$ cat src/rtl/alu_commit.sv
// ---------------------------------------------------------------------------
// alu_commit
//   Stage directly downstream of the ALU. Merges each accepted ALU flag
//   vector into the architectural PSW under a per-op mask, queues register
//   results in a 2-entry in-order FIFO for the writeback port, and owns the
//   direct PSW writers (POPF-style load and CLC/STC/CMC).
//
// Parameters
//   PSW_RESET    PSW value after reset
//   FIFO_DEPTH   result queue entries (only 2 is supported)
//
// Ports
//   clk, reset         clock; synchronous active-high reset
//   flush              drop queued results, PSW untouched
//   in_valid/in_ready  ALU result handshake
//   in_result/in_size/in_flags/in_flag_mask/in_wb/in_dest  ALU result fields
//                      (flag index AC=0 CY=1 V=2 P=3 S=4 Z=5)
//   wb_valid/wb_ready  writeback handshake for the queue head
//   wb_data/wb_size/wb_dest  queue head fields (registered)
//   psw_wr_en/psw_wr_data    PSW load
//   cy_op              0 none, 1 clear CY, 2 set CY, 3 complement CY
//   psw                architectural PSW
//   psw_fwd            PSW seen by the decoder
//   count              queued entries 0..2
//
// Configuration
//   ALU_COMMIT_PSW_BYPASS_EN  defined: psw_fwd is the combinational next PSW;
//                             undefined: psw_fwd equals psw.
// ---------------------------------------------------------------------------
module alu_commit #(
    parameter logic [15:0] PSW_RESET  = 16'hF002,
    parameter int unsigned FIFO_DEPTH = 2
) (
    input  logic        clk,
    input  logic        reset,
    input  logic        flush,
    input  logic        in_valid,
    output logic        in_ready,
    input  logic [15:0] in_result,
    input  logic        in_size,
    input  logic [5:0]  in_flags,
    input  logic [5:0]  in_flag_mask,
    input  logic        in_wb,
    input  logic [3:0]  in_dest,
    output logic        wb_valid,
    input  logic        wb_ready,
    output logic [15:0] wb_data,
    output logic        wb_size,
    output logic [3:0]  wb_dest,
    input  logic        psw_wr_en,
    input  logic [15:0] psw_wr_data,
    input  logic [1:0]  cy_op,
    output logic [15:0] psw,
    output logic [15:0] psw_fwd,
    output logic [1:0]  count
);

    localparam logic [15:0] PSW_WMASK = 16'h0FD5;
    localparam logic [15:0] PSW_ONES  = 16'hF002;
    localparam logic [2:0]  DEPTH     = 3'(FIFO_DEPTH);

    // PSW bit positions of the ALU flags
    localparam int unsigned B_CY = 0;
    localparam int unsigned B_P  = 2;
    localparam int unsigned B_AC = 4;
    localparam int unsigned B_Z  = 6;
    localparam int unsigned B_S  = 7;
    localparam int unsigned B_V  = 11;

    typedef enum logic [1:0] {
        Q_EMPTY = 2'd0,
        Q_ONE   = 2'd1,
        Q_FULL  = 2'd2
    } q_state_t;

    q_state_t    q_state;
    q_state_t    q_next;

    logic [15:0] head_data;
    logic        head_size;
    logic [3:0]  head_dest;
    logic [15:0] tail_data;
    logic        tail_size;
    logic [3:0]  tail_dest;

    logic        accept;
    logic        push;
    logic        pop;
    logic        load_head_new;
    logic        load_head_tail;
    logic        load_tail_new;
    logic [15:0] psw_next;

    // ------------------------------------------------------------------
    // Handshakes
    // ------------------------------------------------------------------
    assign count    = q_state;
    assign in_ready = !reset && !flush && !psw_wr_en && (cy_op == 2'd0)
                      && ({1'b0, count} < DEPTH);
    assign accept   = in_valid && in_ready;
    assign push     = accept && in_wb;
    assign pop      = wb_valid && wb_ready && !flush;

    assign wb_valid = (q_state != Q_EMPTY);
    assign wb_data  = head_data;
    assign wb_size  = head_size;
    assign wb_dest  = head_dest;

    // ------------------------------------------------------------------
    // Queue occupancy: the head register drives wb_* directly, the tail
    // register only holds the second entry. A pop from FULL shifts the tail
    // into the head; push+pop on ONE reloads the head with the new entry.
    // ------------------------------------------------------------------
    always_ff @(posedge clk) begin
        if (reset) begin
            q_state <= Q_EMPTY;
        end else begin
            q_state <= q_next;
        end
    end

    always_comb begin
        q_next         = q_state;
        load_head_new  = 1'b0;
        load_head_tail = 1'b0;
        load_tail_new  = 1'b0;
        if (flush) begin
            q_next = Q_EMPTY;
        end else begin
            case (q_state)
                Q_EMPTY: begin
                    if (push) begin
                        q_next        = Q_ONE;
                        load_head_new = 1'b1;
                    end
                end
                Q_ONE: begin
                    case ({push, pop})
                        2'b10: begin
                            q_next        = Q_FULL;
                            load_tail_new = 1'b1;
                        end
                        2'b01: begin
                            q_next = Q_EMPTY;
                        end
                        2'b11: begin
                            load_head_new = 1'b1;
                        end
                        default: begin
                            q_next = Q_ONE;
                        end
                    endcase
                end
                Q_FULL: begin
                    // in_ready is low while full, so no push can arrive here
                    if (pop) begin
                        q_next         = Q_ONE;
                        load_head_tail = 1'b1;
                    end
                end
                default: begin
                    q_next = Q_EMPTY;
                end
            endcase
        end
    end

    always_ff @(posedge clk) begin
        if (reset) begin
            head_data <= '0;
            head_size <= 1'b0;
            head_dest <= '0;
            tail_data <= '0;
            tail_size <= 1'b0;
            tail_dest <= '0;
        end else begin
            if (load_head_new) begin
                head_data <= in_result;
                head_size <= in_size;
                head_dest <= in_dest;
            end else if (load_head_tail) begin
                head_data <= tail_data;
                head_size <= tail_size;
                head_dest <= tail_dest;
            end
            if (load_tail_new) begin
                tail_data <= in_result;
                tail_size <= in_size;
                tail_dest <= in_dest;
            end
        end
    end

    // ------------------------------------------------------------------
    // PSW: load beats cy_op; either one stalls the ALU, so the flag merge
    // never competes with them.
    // ------------------------------------------------------------------
    always_comb begin
        psw_next = psw;
        if (psw_wr_en) begin
            psw_next = (psw_wr_data & PSW_WMASK) | PSW_ONES;
        end else if (cy_op != 2'd0) begin
            case (cy_op)
                2'd1:    psw_next[B_CY] = 1'b0;
                2'd2:    psw_next[B_CY] = 1'b1;
                default: psw_next[B_CY] = ~psw[B_CY];
            endcase
        end else if (accept) begin
            if (in_flag_mask[0]) psw_next[B_AC] = in_flags[0];
            if (in_flag_mask[1]) psw_next[B_CY] = in_flags[1];
            if (in_flag_mask[2]) psw_next[B_V]  = in_flags[2];
            if (in_flag_mask[3]) psw_next[B_P]  = in_flags[3];
            if (in_flag_mask[4]) psw_next[B_S]  = in_flags[4];
            if (in_flag_mask[5]) psw_next[B_Z]  = in_flags[5];
        end
    end

    always_ff @(posedge clk) begin
        if (reset) begin
            psw <= PSW_RESET;
        end else begin
            psw <= psw_next;
        end
    end

`ifdef ALU_COMMIT_PSW_BYPASS_EN
    assign psw_fwd = psw_next;
`else
    assign psw_fwd = psw;
`endif

endmodule

$ cat config.mk
export PLATFORM = sky130hd
export DESIGN_NAME = alu_commit
export DESIGN_NICKNAME = d
export VERILOG_FILES = /design/src/rtl/alu_commit.sv
export SDC_FILE = /design/constraint.sdc
export NUM_CORES = 1
export LEC_CHECK = 0
export BUFFER_PORTS_ARGS = -buffer_cell sky130_fd_sc_hd__buf_2
export CORE_ASPECT_RATIO = 1.4
export CORE_MARGIN = 5
export CORE_UTILIZATION = 45
export DETAILED_ROUTE_END_ITERATION = 8
export PLACE_DENSITY = 0.77
export SLEW_MARGIN = 20
export SYNTH_ARGS = -nofsm -noshare
export SYNTH_HDL_FRONTEND = slang
export SYNTH_SLANG_ARGS = --single-unit
export TNS_END_PERCENT = 1
$ cat constraint.sdc
create_clock -name clk -period 2.8 [get_ports clk]
set_input_delay 0.14 -clock clk [delete_from_list [all_inputs] [get_ports clk]]
set_output_delay 0.14 -clock clk [all_outputs]
set_load 0.005 [all_outputs]
[After elaboration in Yosys (flattened, before gate mapping)]
Index checks and enable logic that the tools add are counted.
Widths: inputs -> output; s select.
Word-level totals
  bits in registers: 53
  input port bits: 58
  output and inout bits: 57
  word-level logic and storage cells: 101
Operators by class
  $lt $le $gt $ge: 1
  equality and inequality tests: 11
  muxes and demuxes: 42
  bitwise logic cells: 1
  reduce and logical (&&, ||, !) cells: 32
Operators with widths (number)
  $mux 16: 2
  $mux 1: 29
  $reduce_and 3->1: 6
  $reduce_bool 2->1: 9
  $pmux 2 s3: 2
  $mux 2: 5
  $eq 2x2->1 const B: 4
  $logic_and 1x1->1: 8
  $mux 4: 2
  $ne 2x2->1 const B: 4
  $eq 2x1->1 const B: 3
  $reduce_bool 3->1: 2
  $logic_not 2->1: 2
  $pmux 1 s2: 2
  $logic_not 1->1: 3
  $lt 2x2->1 const B: 1
  $reduce_and 2->1: 1
  $reduce_or 2->1: 1
  $not 1->1: 1

[Depth between registers and ports, before layout]
  depth after elaboration: 12
  mapped depth: 9
  depth with buffers taken out: 8

[Least setup slack after synthesis]
OpenSTA, ideal clock, no wires.
  kind: register to register
  start point: reg q_state[1], in the netlist count[1]
  end point: reg head_data[0], in the netlist wb_data[0]
  library setup time: 0.070 ns
  arrival time: 2.145 ns
  required time: 2.730 ns
  setup slack: 0.585 ns
  cell stages (with the launch flop): 9
  buffers on the path: 2
  clock period less this slack: 2.215 ns
  cells stage by stage: dfxtp_1 clkbuf_1 or2_2 nor2b_1 ha_1 or4bb_1 o22ai_4 buf_6 o2bb2ai_1
On the way
  elaborated cells on any way between the ends: 20
  classes of those cells: 1 x order compare; 3 x eq/ne; 8 x mux; 8 x reduce/logical
RTL lines
  start: declaration: line 76  | q_state_t q_state;
  start signal: assignment: line 118  | q_state <= q_next;
  $reduce_bool 2->1 (*): line 104  | assign wb_valid = (q_state != Q_EMPTY);
  net wb_valid: line 45  | output logic wb_valid,
  $logic_and 1x1->1 (*) (2 in a row): line 102  | assign pop = wb_valid && wb_ready && !flush;
  $eq 2x2->1: line 138  | case ({push, pop})
  $mux 1: line 138
  $pmux 1 s2: line 130  | case (q_state)
  $mux 1: line 127  | if (flush) begin
  $mux 16 / $reduce_bool 2->1 (equally long branches)
  end signal: assignment: line 178  | head_data <= in_result;
  end signal: assignment: line 182  | head_data <= tail_data;
  end: declaration: line 79  | logic [15:0] head_data;
Mark *: on every way through the listed nets, which the timed path passes. The rest lies on a longest branch.
A chain may end at the register's enable or synchronous reset.

[Worst setup path after layout]
  start point: reg q_state[1], in the netlist count[1]
  end point: reg head_data[3], in the netlist wb_data[3]
On the way
  word-level cells in the longest chain between the ends: 9
  elaborated cells on any way between the ends: 20
  classes of those cells: 1 x order compare; 3 x eq/ne; 8 x mux; 8 x reduce/logical
Ends and longest elaborated chain
  $lt 2x2->1: line 99  | && ({1'b0, count} < DEPTH);
  $logic_and 1x1->1: line 99
  $logic_and 1x1->1: line 100  | assign accept = in_valid && in_ready;
  $logic_and 1x1->1: line 101  | assign push = accept && in_wb;
  $eq 2x2->1: line 138
  $mux 1: line 138
  $pmux 1 s2: line 130
  $mux 1: line 127
  $mux 16 / $reduce_bool 2->1 (equally long branches)
Parallel ways exist; a longest one is shown, timed or not.

==> results.json <==
{
  "drt-vias-per-instance": 5.16,
  "number_of_buffers_created_by_cts": 5,
  "hold_path_class": "primary input to flip-flop",
  "whs_ns": 0.0479,
  "synth_ff_type": "sky130_fd_sc_hd__dfxtp_1",
  "io_pins": 115,
  "power_mw": 1.42,
  "tightestPinTransition_ns": 0.671,
  "flow.area_growth_from_synthesis_pct": 19.4,
  "drt_wl_total_um": 6220,
  "timing_max_transition_violations_final": 0,
  "power_density_nw_per_um2": 457,
  "cellLeakagePower_nw": 1.30,
  "fmax_mhz": 428,
  "place_hpwl_um": 4540,
  "critical_path.endpoint_type": "flip-flop",
  "setup_viol": 0,
  "io_buffers": 93,
  "rsz0062_at_grt": "no",
  "required_ns": 3.03,
  "layout-drive-gt1-share_pct": 33.5,
  "worst-path-max-fanout": 21,
  "maximum_number_of_pins_on_one_net_before_global_route_repair": 36,
  "synth_commonest_cells": "53 x sky130_fd_sc_hd__dfxtp_1, 43 x sky130_fd_sc_hd__nand2_1, 24 x sky130_fd_sc_hd__buf_4, 24 x sky130_fd_sc_hd__mux2i_1, 21 x sky130_fd_sc_hd__a21oi_1",
  "drt_pre_antenna_iters": 4,
  "initial_core_util_pct": 46.9,
  "crit_path_start_kind": "flip-flop",
  "via_count": 2183,
  "vdd.ir_drop.worst_mv": 0.234,
  "path_class": "flip-flop to flip-flop",
  "synth-edff-count": 0,
  "timing.max_cap.violations": 0,
  "drc": 0,
  "yosysTopAreaCellShare_pct": 40.6,
  "finalClockSkew_ns": 0.00681,
  "asyncSetResetFlopFracSynth_pct": 0,
  "overflow": 0,
  "netlist-cell-type-count": 36,
  "count_of_inserted_antenna_diode_cells": 0,
  "finalSetupTns_ns": 0,
  "synth.ff_latch_count": 53,
  "post-synth-top-count-cell": "sky130_fd_sc_hd__dfxtp_1",
  "cts_resized": 0,
  "ys.warnings.count": 0,
  "worst_skew_pair.late_latency_ns": 0.30,
  "fp.dieArea_um2": 7450,
  "synth.cell_area_um2": 2610,
  "post_cts.repair.setup_buffers": 0,
  "netlist.top_cell.by_area": "sky130_fd_sc_hd__dfxtp_1",
  "final_hold_viol_count": 0,
  "grt_pass1_wl_um": 10100,
  "chipWidth_um": 74.4,
  "clk_pin_slew_worst_paths_ns": 0.10,
  "htree_levels": 2,
  "cell_rows": 32,
  "groute.usage.overall_pct": 16.9,
  "yosysSeqAreaShare_pct": 40.6,
  "synthesis.instances": 276,
  "clock_tree_from_tritoncts": "done",
  "post-route-period-util_pct": 83.4,
  "worst_slew_slack_as_a_fraction_of_its_limit_pct": 55.0,
  "holdBufCountCts": 0,
  "final_critical_path_setup_slack_ns": 0.464,
  "initialDrtViolationCount": 98,
  "grt_pass1_vias": 2249,
  "grt_antenna_before_repair": 0,
  "clock_tree.root_cell": "sky130_fd_sc_hd__clkbuf_8",
  "final_antenna_net_count": 0,
  "die_y_um": 100,
  "clock_path_buffers": 2,
  "period_needed_ns": 2.34,
  "globalplace.congestion": 0.725,
  "num-nets-final": 417,
  "design.core.area_um2": 5570,
  "rr_worst_depth": 7,
  "avgSynthCellArea_um2": 9.46,
  "avgRoutedWirePerCell_um": 14.7,
  "outcome": "completed",
  "timing.critical_path.arrival_ns": 2.57,
  "total_number_of_clock_tree_sinks": 53,
  "min_path_cells": 2,
  "synth_top_cells_by_area": "sky130_fd_sc_hd__dfxtp_1 41%, sky130_fd_sc_hd__mux2i_1 9.2%, sky130_fd_sc_hd__buf_4 6.9%",
  "detailedPlace.worstSlack_ns": 0.340
}
-- worst max-delay path: stages, from the launching register on --
cell and delay, ns:
sky130_fd_sc_hd__dfxtp_1 0.50, sky130_fd_sc_hd__or2_2 0.18, sky130_fd_sc_hd__nor2b_1 0.18, sky130_fd_sc_hd__ha_1 0.19, sky130_fd_sc_hd__or4bb_1 0.60, sky130_fd_sc_hd__o22ai_4 0.16
sky130_fd_sc_hd__buf_4 0.30, sky130_fd_sc_hd__o2bb2ai_1 0.15
-- routing by layer --
| metal | vias up | part of all wire (%) | track usage, % |
|---|---|---|---|
| li1 | 1091 | - | - |
| met1 | 1014 | 38 | 17.7 |
| met2 | 67 | 54 | 31.8 |
| met3 | 11 | 5.8 | 4.01 |
| met4 | 0 | 2.0 | 5.89 |
| met5 | - | 0 | 0 |
-- stage by stage --
stage	std cells	cell area, um^2	utilization, %
4_1_cts	423	3120	56.0
3_3_place_gp	415	3000	54.0
2_1_floorplan	288	2660	-
3_5_place_dp	415	3000	54.0
6_report	423	3120	56.0
5_1_grt	423	3120	56.0
-- cells in the final DEF (no fill, tap or decap), types with 6 or more instances in the layout --
cell and instances:
sky130_fd_sc_hd__a21oi_1 21, sky130_fd_sc_hd__buf_2 93, sky130_fd_sc_hd__buf_4 9, sky130_fd_sc_hd__conb_1 14, sky130_fd_sc_hd__dfxtp_1 53, sky130_fd_sc_hd__inv_1 11, sky130_fd_sc_hd__mux2i_1 24, sky130_fd_sc_hd__nand2_1 43
sky130_fd_sc_hd__nor2b_1 6, sky130_fd_sc_hd__o2bb2ai_1 19
-- worst paths after layout --
| kind | start | end | slack, ns |
|---|---|---|---|
| worst min-delay path | in_result[9] | wb_data[9] | 0.05 |
| worst max register to register | count[1] | wb_data[3] | 0.46 |
| worst min register to register | tail_dest[3] | tail_dest[3] | 0.46 |
| worst max-delay path | count[1] | wb_data[3] | 0.46 |
-- registers in the layout, indices dropped and copies added (netlist names) --
name and count:
tail_dest 4, wb_data 16, count 2, psw 9
tail_size 1, wb_dest 4, wb_size 1, tail_data 16
-- layout make-up --
| cell class | count | area, um^2 |
|---|---|---|
| Clock inverter | 3 | 46.3 |
| Multi-Input combinational cell | 181 | 1280 |
| Inverter | 11 | 41.3 |
| Clock buffer | 5 | 68.8 |
| Fill cell | 518 | 2450 |
| Tap cell | 68 | 85.1 |
| Timing Repair Buffer | 102 | 533 |
| Sequential cell | 53 | 1060 |
-- report_power, final --
part	total, mW	internal (mW)	leakage (nW)	switching (mW)
Sequential	0.772	0.764	0.429	0.00724
Clock	0.518	0.268	0.0543	0.250
Combinational	0.135	0.0618	0.817	0.0733
-- logic make-up (layout without fill, tap and decap cells) --
logic type | after synthesis | in the layout | share of synthesized area (%)
multiplexers | 24 | 24 | 9.20
flip-flops | 53 | 53 | 40.6
AO/OA/AOI/OAI | 65 | 65 | 19.5
AND/OR/NAND/NOR | 73 | 73 | 14.9
other | 2 | 14 | 0.288
adder cells (fa/ha/maj) | 5 | 5 | 2.40
buffers and inverters | 54 | 121 | 13.1
(Power assumes the default switching activity.)
